$ cat src/rtl/pdm_mic_controller.sv
// rtl/pdm_mic_controller.sv - PDM microphone clocking, wake/settle sequencing and PCM word framing
//
// Ports:
//   clk, reset        system clock, asynchronous active-high reset
//   enable            level, 1 = run the microphone
//   mic_clk, mic_data microphone clock out, PDM data in
//   dec_pdm(_valid)   sampled PDM bit and its one-cycle strobe to the decimator
//   dec_pcm           decimator PCM result, captured at the frame boundary
//   pcm, pcm_valid, pcm_ready  PCM word output handshake
//   overrun           sticky flag, a captured word was dropped
//   overrun_count     saturating drop counter (only with OVERRUN_COUNT_EN)
//   busy              controller not idle
//
// Optional feature macro: OVERRUN_COUNT_EN
module pdm_mic_controller #(
    parameter int CLK_DIV         = 25,
    parameter int DECIMATION      = 64,
    parameter int WAKE_PERIODS    = 4096,
    parameter int STARTUP_SAMPLES = 16,
    parameter int CAPTURE_DELAY   = 2,
    parameter int PCM_WIDTH       = 16
) (
    input  logic                 clk,
    input  logic                 reset,
    input  logic                 enable,
    output logic                 mic_clk,
    input  logic                 mic_data,
    output logic                 dec_pdm,
    output logic                 dec_pdm_valid,
    input  logic [PCM_WIDTH-1:0] dec_pcm,
    output logic [PCM_WIDTH-1:0] pcm,
    output logic                 pcm_valid,
    input  logic                 pcm_ready,
    output logic                 overrun,
`ifdef OVERRUN_COUNT_EN
    output logic [7:0]           overrun_count,
`endif
    output logic                 busy
);

    localparam int DW = $clog2(CLK_DIV);
    localparam int WW = $clog2(WAKE_PERIODS + 1);
    localparam int FW = $clog2(DECIMATION + 1);
    localparam int SW = $clog2(STARTUP_SAMPLES + 2);

    typedef enum logic [2:0] {IDLE, WAKE, SETTLE, RUN, STOP} state_t;

    state_t        state;
    logic [DW-1:0] div_cnt;
    logic [WW-1:0] wake_cnt;
    logic [FW-1:0] frame_cnt;
    logic [SW-1:0] settle_cnt;
    logic [2:0]    cap_cnt;

    logic div_wrap;
    logic fall;
    logic cap_now;
    logic xfer;

    assign div_wrap = (div_cnt == DW'(CLK_DIV - 1));
    assign fall     = div_wrap && mic_clk;
    // cap_cnt is loaded with the delay and counts down; the capture lands on the edge where it reads 1
    assign cap_now  = (cap_cnt == 3'd1);
    assign xfer     = pcm_valid && pcm_ready;
    assign busy     = (state != IDLE);

    always_ff @(posedge clk or posedge reset) begin
        if (reset) begin
            state         <= IDLE;
            div_cnt       <= '0;
            wake_cnt      <= '0;
            frame_cnt     <= '0;
            settle_cnt    <= '0;
            cap_cnt       <= '0;
            mic_clk       <= 1'b0;
            dec_pdm       <= 1'b0;
            dec_pdm_valid <= 1'b0;
            pcm           <= '0;
            pcm_valid     <= 1'b0;
            overrun       <= 1'b0;
`ifdef OVERRUN_COUNT_EN
            overrun_count <= '0;
`endif
        end else begin
            dec_pdm_valid <= 1'b0;
            // A held word stays available through STOP/IDLE until the consumer takes it
            if (xfer) begin
                pcm_valid <= 1'b0;
            end
            if (cap_cnt != 3'd0) begin
                cap_cnt <= cap_cnt - 3'd1;
            end
            if (state != IDLE) begin
                if (div_wrap) begin
                    div_cnt <= '0;
                    mic_clk <= ~mic_clk;
                end else begin
                    div_cnt <= div_cnt + DW'(1);
                end
            end

            case (state)
                IDLE: begin
                    div_cnt <= '0;
                    mic_clk <= 1'b0;
                    if (enable) begin
                        state   <= WAKE;
                        overrun <= 1'b0;
`ifdef OVERRUN_COUNT_EN
                        overrun_count <= '0;
`endif
                    end
                end
                WAKE, SETTLE, RUN: begin
                    if (!enable) begin
                        state      <= STOP;
                        cap_cnt    <= '0;
                        frame_cnt  <= '0;
                        wake_cnt   <= '0;
                        settle_cnt <= '0;
                    end else begin
                        if (fall) begin
                            if (state == WAKE) begin
                                if (wake_cnt == WW'(WAKE_PERIODS - 1)) begin
                                    state     <= (STARTUP_SAMPLES == 0) ? RUN : SETTLE;
                                    frame_cnt <= '0;
                                end else begin
                                    wake_cnt <= wake_cnt + WW'(1);
                                end
                            end else begin
                                dec_pdm       <= mic_data;
                                dec_pdm_valid <= 1'b1;
                                if (frame_cnt == FW'(DECIMATION - 1)) begin
                                    frame_cnt <= '0;
                                    cap_cnt   <= 3'(CAPTURE_DELAY);
                                end else begin
                                    frame_cnt <= frame_cnt + FW'(1);
                                end
                            end
                        end
                        if (cap_now) begin
                            if (state == SETTLE) begin
                                if (settle_cnt == SW'(STARTUP_SAMPLES - 1)) begin
                                    state <= RUN;
                                end else begin
                                    settle_cnt <= settle_cnt + SW'(1);
                                end
                            end else if (state == RUN) begin
                                // Loading is allowed when the slot is empty or being emptied this cycle
                                if (!pcm_valid || pcm_ready) begin
                                    pcm       <= dec_pcm;
                                    pcm_valid <= 1'b1;
                                end else begin
                                    overrun <= 1'b1;
`ifdef OVERRUN_COUNT_EN
                                    if (overrun_count != 8'hFF) begin
                                        overrun_count <= overrun_count + 8'd1;
                                    end
`endif
                                end
                            end
                        end
                    end
                end
                STOP: begin
                    // Leave only at a divider wrap so the last mic_clk high phase is full width
                    if (div_wrap) begin
                        mic_clk <= 1'b0;
                        state   <= IDLE;
                    end
                end
                default: state <= IDLE;
            endcase
        end
    end

endmodule
$ cat config.mk
export PLATFORM = sky130hd
export DESIGN_NAME = pdm_mic_controller
export DESIGN_NICKNAME = d
export VERILOG_FILES = /design/src/rtl/pdm_mic_controller.sv
export SDC_FILE = /design/constraint.sdc
export NUM_CORES = 1
export LEC_CHECK = 0
export CORE_AREA = 10 10 103 105
export CTS_CLUSTER_SIZE = 8
export DETAILED_ROUTE_END_ITERATION = 8
export DIE_AREA = 0 0 113 115
export HOLD_SLACK_MARGIN = 0.12
export PLACE_DENSITY = 0.67
export SLEW_MARGIN = 20
export SYNTH_ARGS = -nofsm -noshare
export SYNTH_HDL_FRONTEND = slang
export SYNTH_SLANG_ARGS = --single-unit
$ cat constraint.sdc
create_clock -name clk -period 2 [get_ports clk]
set_input_delay 0.4 -clock clk [delete_from_list [all_inputs] [get_ports clk]]
set_output_delay 0.4 -clock clk [all_outputs]
set_load 0.005 [all_outputs]
# Word-level counts from Yosys, hierarchy flattened
# Index checks and enable logic that the tools add are counted.
# totals
reg_bits	57
output_inout_bits	22
ramBits	0
latchBits	0
wordCells	114
memories	0
romBits	0
# classes
bitwise_logic	3
muxes	54
n_reduce_logical	17
div_mod_pow	0
n_lt_le_gt_ge	0
multipliers	0
n_eq_ne	23
addsub	5
n_shift	0
# ops
operator	n
$mux 13	4
$mux 3	15
$mux 5	7
$mux 7	5
$mux 1	20
$ne 2x2->1 const B	9
$add 13x1->13 const B	1
$eq 13x12->1 const B	1
$reduce_and 4->1	3
$add 5x1->5 const B	2
$pmux 3 s3	1
$ne 2x1->1 const B	4
$add 7x1->7 const B	1
$eq 7x6->1 const B	1
$reduce_and 7->1	1
$eq 3x1->1 const B	2
$eq 3x2->1 const B	2
$reduce_and 6->1	1
$reduce_bool 3->1	2
$eq 5x4->1 const B	1
$eq 5x5->1 const B	1
$pmux 1 s2	2
$reduce_bool 2->1	2
$eq 3x3->1 const B	1
other kinds (10)	13

# Logic depth before layout (Yosys ltp)
# logic_depth
word_depth	9
ltp_mapped	11
ltp_nobuf	9

# Worst setup path after synthesis
# Ideal clock, no wire load.
# synth_timing
path_kind	reg-to-reg
start	register div_cnt[0]
end	register wake_cnt[5]
required_time_ns	1.922
path_buffers	1
slack_ns	-0.128
path_stages_with_launch	11
arrival_ns	2.050
synth_period_minus_slack_ns	2.128
path_cell_list	dfrtp_1 > inv_1 > ha_1 > nand4b_1 > inv_1 > ha_1 > nand2b_1 > a21o_1 > buf_2 > or4_1 > a21oi_1
# synth_between
elab_chain_cells	4
# synth_lines
item	line	rtl
start, declared	49	logic [DW-1:0] div_cnt;
start signal, assigned	98	div_cnt <= div_cnt + DW'(1);
$eq 5x5->1	60	assign div_wrap = (div_cnt == DW'(CLK_DIV - 1));
$logic_and 1x1->1	61	assign fall = div_wrap && mic_clk;
$ne 2x1->1 (no source line)	-	
$reduce_and 4->1 (no source line)	-	
end signal, assigned	128	wake_cnt <= wake_cnt + WW'(1);
end, declared	50	logic [WW-1:0] wake_cnt;
# No other way between the ends.
# A chain may end at the register's enable or synchronous reset.

# Worst setup path after layout
# layout_timing
start	register div_cnt[0]
end	register wake_cnt[8]
# Same word-level chain as after synthesis.

==> results.cfg <==
[outcome]
run_status = complete, no violations

[synthesis]
synth.yosys.seq_area_share = 0.490
netlist_area_sq_um = 2910
ys_ff_latch = 57
syn_area_per_cell_sq_um = 10.7
mappedNetlistNets = 305
synth-edff-count = 0
async_reset_ff_frac = 1.00
synth_cell_types = 58
synth.yosys.warnings = 0
syn_inst = 273
synth_flop_cell = sky130_fd_sc_hd__dfrtp_1

[layout]
final_common_cell = sky130_fd_sc_hd__dfrtp_1
num-nets-final = 389
layout-drive-gt1-share = 0.260
post-route-cell-area_sq_um = 4140
fill_cells = 761
synthToLayoutAreaGrowth_pct = 42.2
insertedDiodeCount = 0
post-route-util = 0.484
layout.cells.most_common_list = sky130_fd_sc_hd__dfrtp_1 (55), sky130_fd_sc_hd__clkdlybuf4s50_1 (41), sky130_fd_sc_hd__buf_4 (38), sky130_fd_sc_hd__nor2_1 (20), sky130_fd_sc_hd__nand2_1 (19)

[global_route]
grt_pass1_vias = 2358
grt_antenna_before_repair = 0
grtUsageTotal = 0.105
global_route.overflow_total = 0
wire_length_of_the_first_global_routing_pass_mm = 11.3
grt_start_max_net_pins = 58

[power]
power_density_nw_per_um2 = 818
switching_power_mw = 1.06
power_frac_seq = 0.406
post-layout-total-power_mw = 3.38
combPwrFrac = 0.270
power.clock.fraction = 0.324
worst_ir_drop_vdd_v = 0.000301
p_int_mw = 2.32
netSwitchingFraction = 0.314
power_leakage_nw = 1.87

[clocking]
cts_buffer_depth = 2
clk_transition_reported_paths_ns = 0.07
tritoncts = built
clock_insertion_delay_worst_skew_ns = 0.33
clkSinkCount = 57
cts_bufs_inserted = 9
cts_max_level = 3
cts_root_buf = sky130_fd_sc_hd__clkbuf_8

[sta]
min_period_over_period = 0.996
grt_setup_unrepaired = true
number_of_setup_violations_in_the_final_report = 0
min_period_ns = 1.99
finalHoldViolations = 0
relative_slew_slack = 0.621
slew_violations = 0
tightestPinTransition_ns = 0.565
max_freq_mhz = 502
fin_skew_ns = 0.00741

[floorplan]
floorplan.initialDensity = 0.340
row_count = 34
die_area_sq_um = 13000
top_level_ports = 43
dieHeight_um = 115
die_width_um = 113
fp.coreArea_sq_um = 8550

[worst_setup_path]
worstPathMaxFanout = 7
reg2reg_setup_slack_ns = 0.009
required_ns = 2.26
setup.worst_path.class = flip-flop to flip-flop
setup.worst_path.start_class = flip-flop
critPathCaptureType = flip-flop
r2r_end = wake_cnt[8]
worst_r2r_path_depth = 10
regToRegStartpoint = div_cnt[0]
timing.critical_path.arrival_ns = 2.25

[routing]
totalWireLength_mm = 6.81
router_iterations_before_antenna_repair = 4
routed_via_density = 5.11
routed-via-count = 2403
antenna_violating_nets_post_route = 0
drc = 0
drt_first_iter_violations = 116
wire_per_inst_um = 14.5

[place]
port_buffers = 42
place_congestion = 0.799
hpwl_mm = 4.80
postPlaceCellArea_sq_um = 3690

[job]
cap_viol_max_count = 0

[worst_hold_path]
hold_wc_path_type = input pin to asynchronous set/reset pin
[metrics by stage]
stage	hold slack (ns)	cells	setup TNS [ns]	worst slack [ns]
after global routing	0.480	470	-0.335	-0.0978
after detailed placement	0.476	445	-1.21	-0.111
after CTS	0.445	464	-0.0397	-0.0283
final	0.445	470	0	0.00875
after floorplan	0.453	273	-0.470	-0.0844
after global placement	0.460	445	-0.249	-0.0536
[state kept, by name (all words and copies together), names as in the netlist]
register,cells
pcm,16
wake_cnt,13
frame_cnt,7
div_cnt,5
settle_cnt,5
cap_cnt,3
state,3
dec_pdm,1
dec_pdm_valid,1
mic_clk,1
overrun,1
pcm_valid,1
[synthesized netlist by cell type, types with 2 or more instances]
cell type,instances,share of area
sky130_fd_sc_hd__dfrtp_1,57,0.49
sky130_fd_sc_hd__nor2_1,20,0.026
sky130_fd_sc_hd__nand2_1,19,0.025
sky130_fd_sc_hd__mux2_1,16,0.062
sky130_fd_sc_hd__inv_1,13,0.017
sky130_fd_sc_hd__a21oi_1,11,0.019
sky130_fd_sc_hd__ha_1,11,0.047
sky130_fd_sc_hd__nand3_1,11,0.019
sky130_fd_sc_hd__o31ai_1,9,0.023
sky130_fd_sc_hd__or4_1,7,0.018
sky130_fd_sc_hd__nand2b_1,6,0.013
sky130_fd_sc_hd__buf_2,5,0.0086
sky130_fd_sc_hd__clkbuf_1,5,0.0065
sky130_fd_sc_hd__nor3_1,5,0.0086
sky130_fd_sc_hd__o21ai_0,5,0.0086
sky130_fd_sc_hd__a31oi_1,4,0.0086
sky130_fd_sc_hd__and3_1,4,0.0086
sky130_fd_sc_hd__nand4_1,4,0.0086
sky130_fd_sc_hd__nand4b_1,4,0.012
sky130_fd_sc_hd__or3_1,4,0.0086
sky130_fd_sc_hd__xor2_1,4,0.012
sky130_fd_sc_hd__and2_1,3,0.0065
sky130_fd_sc_hd__mux2i_1,3,0.010
sky130_fd_sc_hd__a22o_1,2,0.0060
sky130_fd_sc_hd__a32o_1,2,0.0069
sky130_fd_sc_hd__nand3b_1,2,0.0052
sky130_fd_sc_hd__nor4_1,2,0.0043
sky130_fd_sc_hd__nor4bb_1,2,0.0069
sky130_fd_sc_hd__o21ai_1,2,0.0034
sky130_fd_sc_hd__or2_1,2,0.0043
sky130_fd_sc_hd__xnor2_1,2,0.0060
[logic make-up (layout without fill, tap and decap cells)]
| kind of cell | Yosys count | count (layout) | share of synthesized area |
|---|---|---|---|
| compound gates | 48 | 48 | 0.118 |
| xor+xnor | 6 | 6 | 0.0181 |
| fa+ha+maj | 11 | 11 | 0.0473 |
| buf+inv | 25 | 114 | 0.0357 |
| flops | 57 | 57 | 0.490 |
| mux | 20 | 20 | 0.0761 |
| simple gates | 106 | 106 | 0.215 |
[power groups by stage]
stage	clock network, mW	registers [mW]	logic (mW)
final	1.10	1.38	0.913
after global routing	1.18	1.39	1.03
after CTS	1.13	1.38	0.853
after detailed placement	0	1.40	0.818
after global placement	0	1.39	0.803
after floorplan	0	1.38	0.502
[final cells by class]
cell class                      count  area [sq um]  share of cell area
Clock buffer                        9           124              0.0300
Multi-Input combinational cell    191          1550               0.375
Inverter                           14          52.6              0.0127
Timing Repair Buffer               84           767               0.185
Sequential cell                    57          1430               0.346
Tap cell                          108           135              0.0327
Clock inverter                      7          77.6              0.0188
[worst max path at each step]
stage | startpoint | endpoint | slack [ns] | cells after the start
after CTS | div_cnt[0] | wake_cnt[10] | -0.03 | 9
after global placement | div_cnt[0] | wake_cnt[7] | -0.05 | 9
after floorplan | div_cnt[0] | wake_cnt[9] | -0.08 | 9
after detailed placement | div_cnt[0] | wake_cnt[7] | -0.11 | 9
after global routing | div_cnt[0] | wake_cnt[10] | -0.1 | 9
final | div_cnt[0] | wake_cnt[8] | 0.009 | 10
[critical path: stages, from the launching register on]
cell                       delay, ns
sky130_fd_sc_hd__dfrtp_1        0.38
sky130_fd_sc_hd__inv_1          0.06
sky130_fd_sc_hd__ha_1           0.13
sky130_fd_sc_hd__nand4b_1       0.13
sky130_fd_sc_hd__inv_2          0.09
sky130_fd_sc_hd__ha_4           0.14
sky130_fd_sc_hd__nand2b_4       0.07
sky130_fd_sc_hd__a21o_4         0.24
sky130_fd_sc_hd__buf_6          0.14
sky130_fd_sc_hd__or4_4          0.40
sky130_fd_sc_hd__a21oi_1        0.13
[per-layer routing]
layer | up-vias | wire [um] | GRT usage
li1 | 1171 | - | -
met1 | 1185 | 3070 | 0.126
met2 | 40 | 3390 | 0.172
met3 | 7 | 297 | 0.0370
met4 | 0 | 59 | 0.0330
met5 | - | 0 | 0
[timing repair]
item	CTS	global route
hold buffers	0	0
pin swaps	6	15
gates resized for setup	15	23
setup endpoints to repair	11	17
buffers inserted	3	6
(Power assumes the default switching activity.)
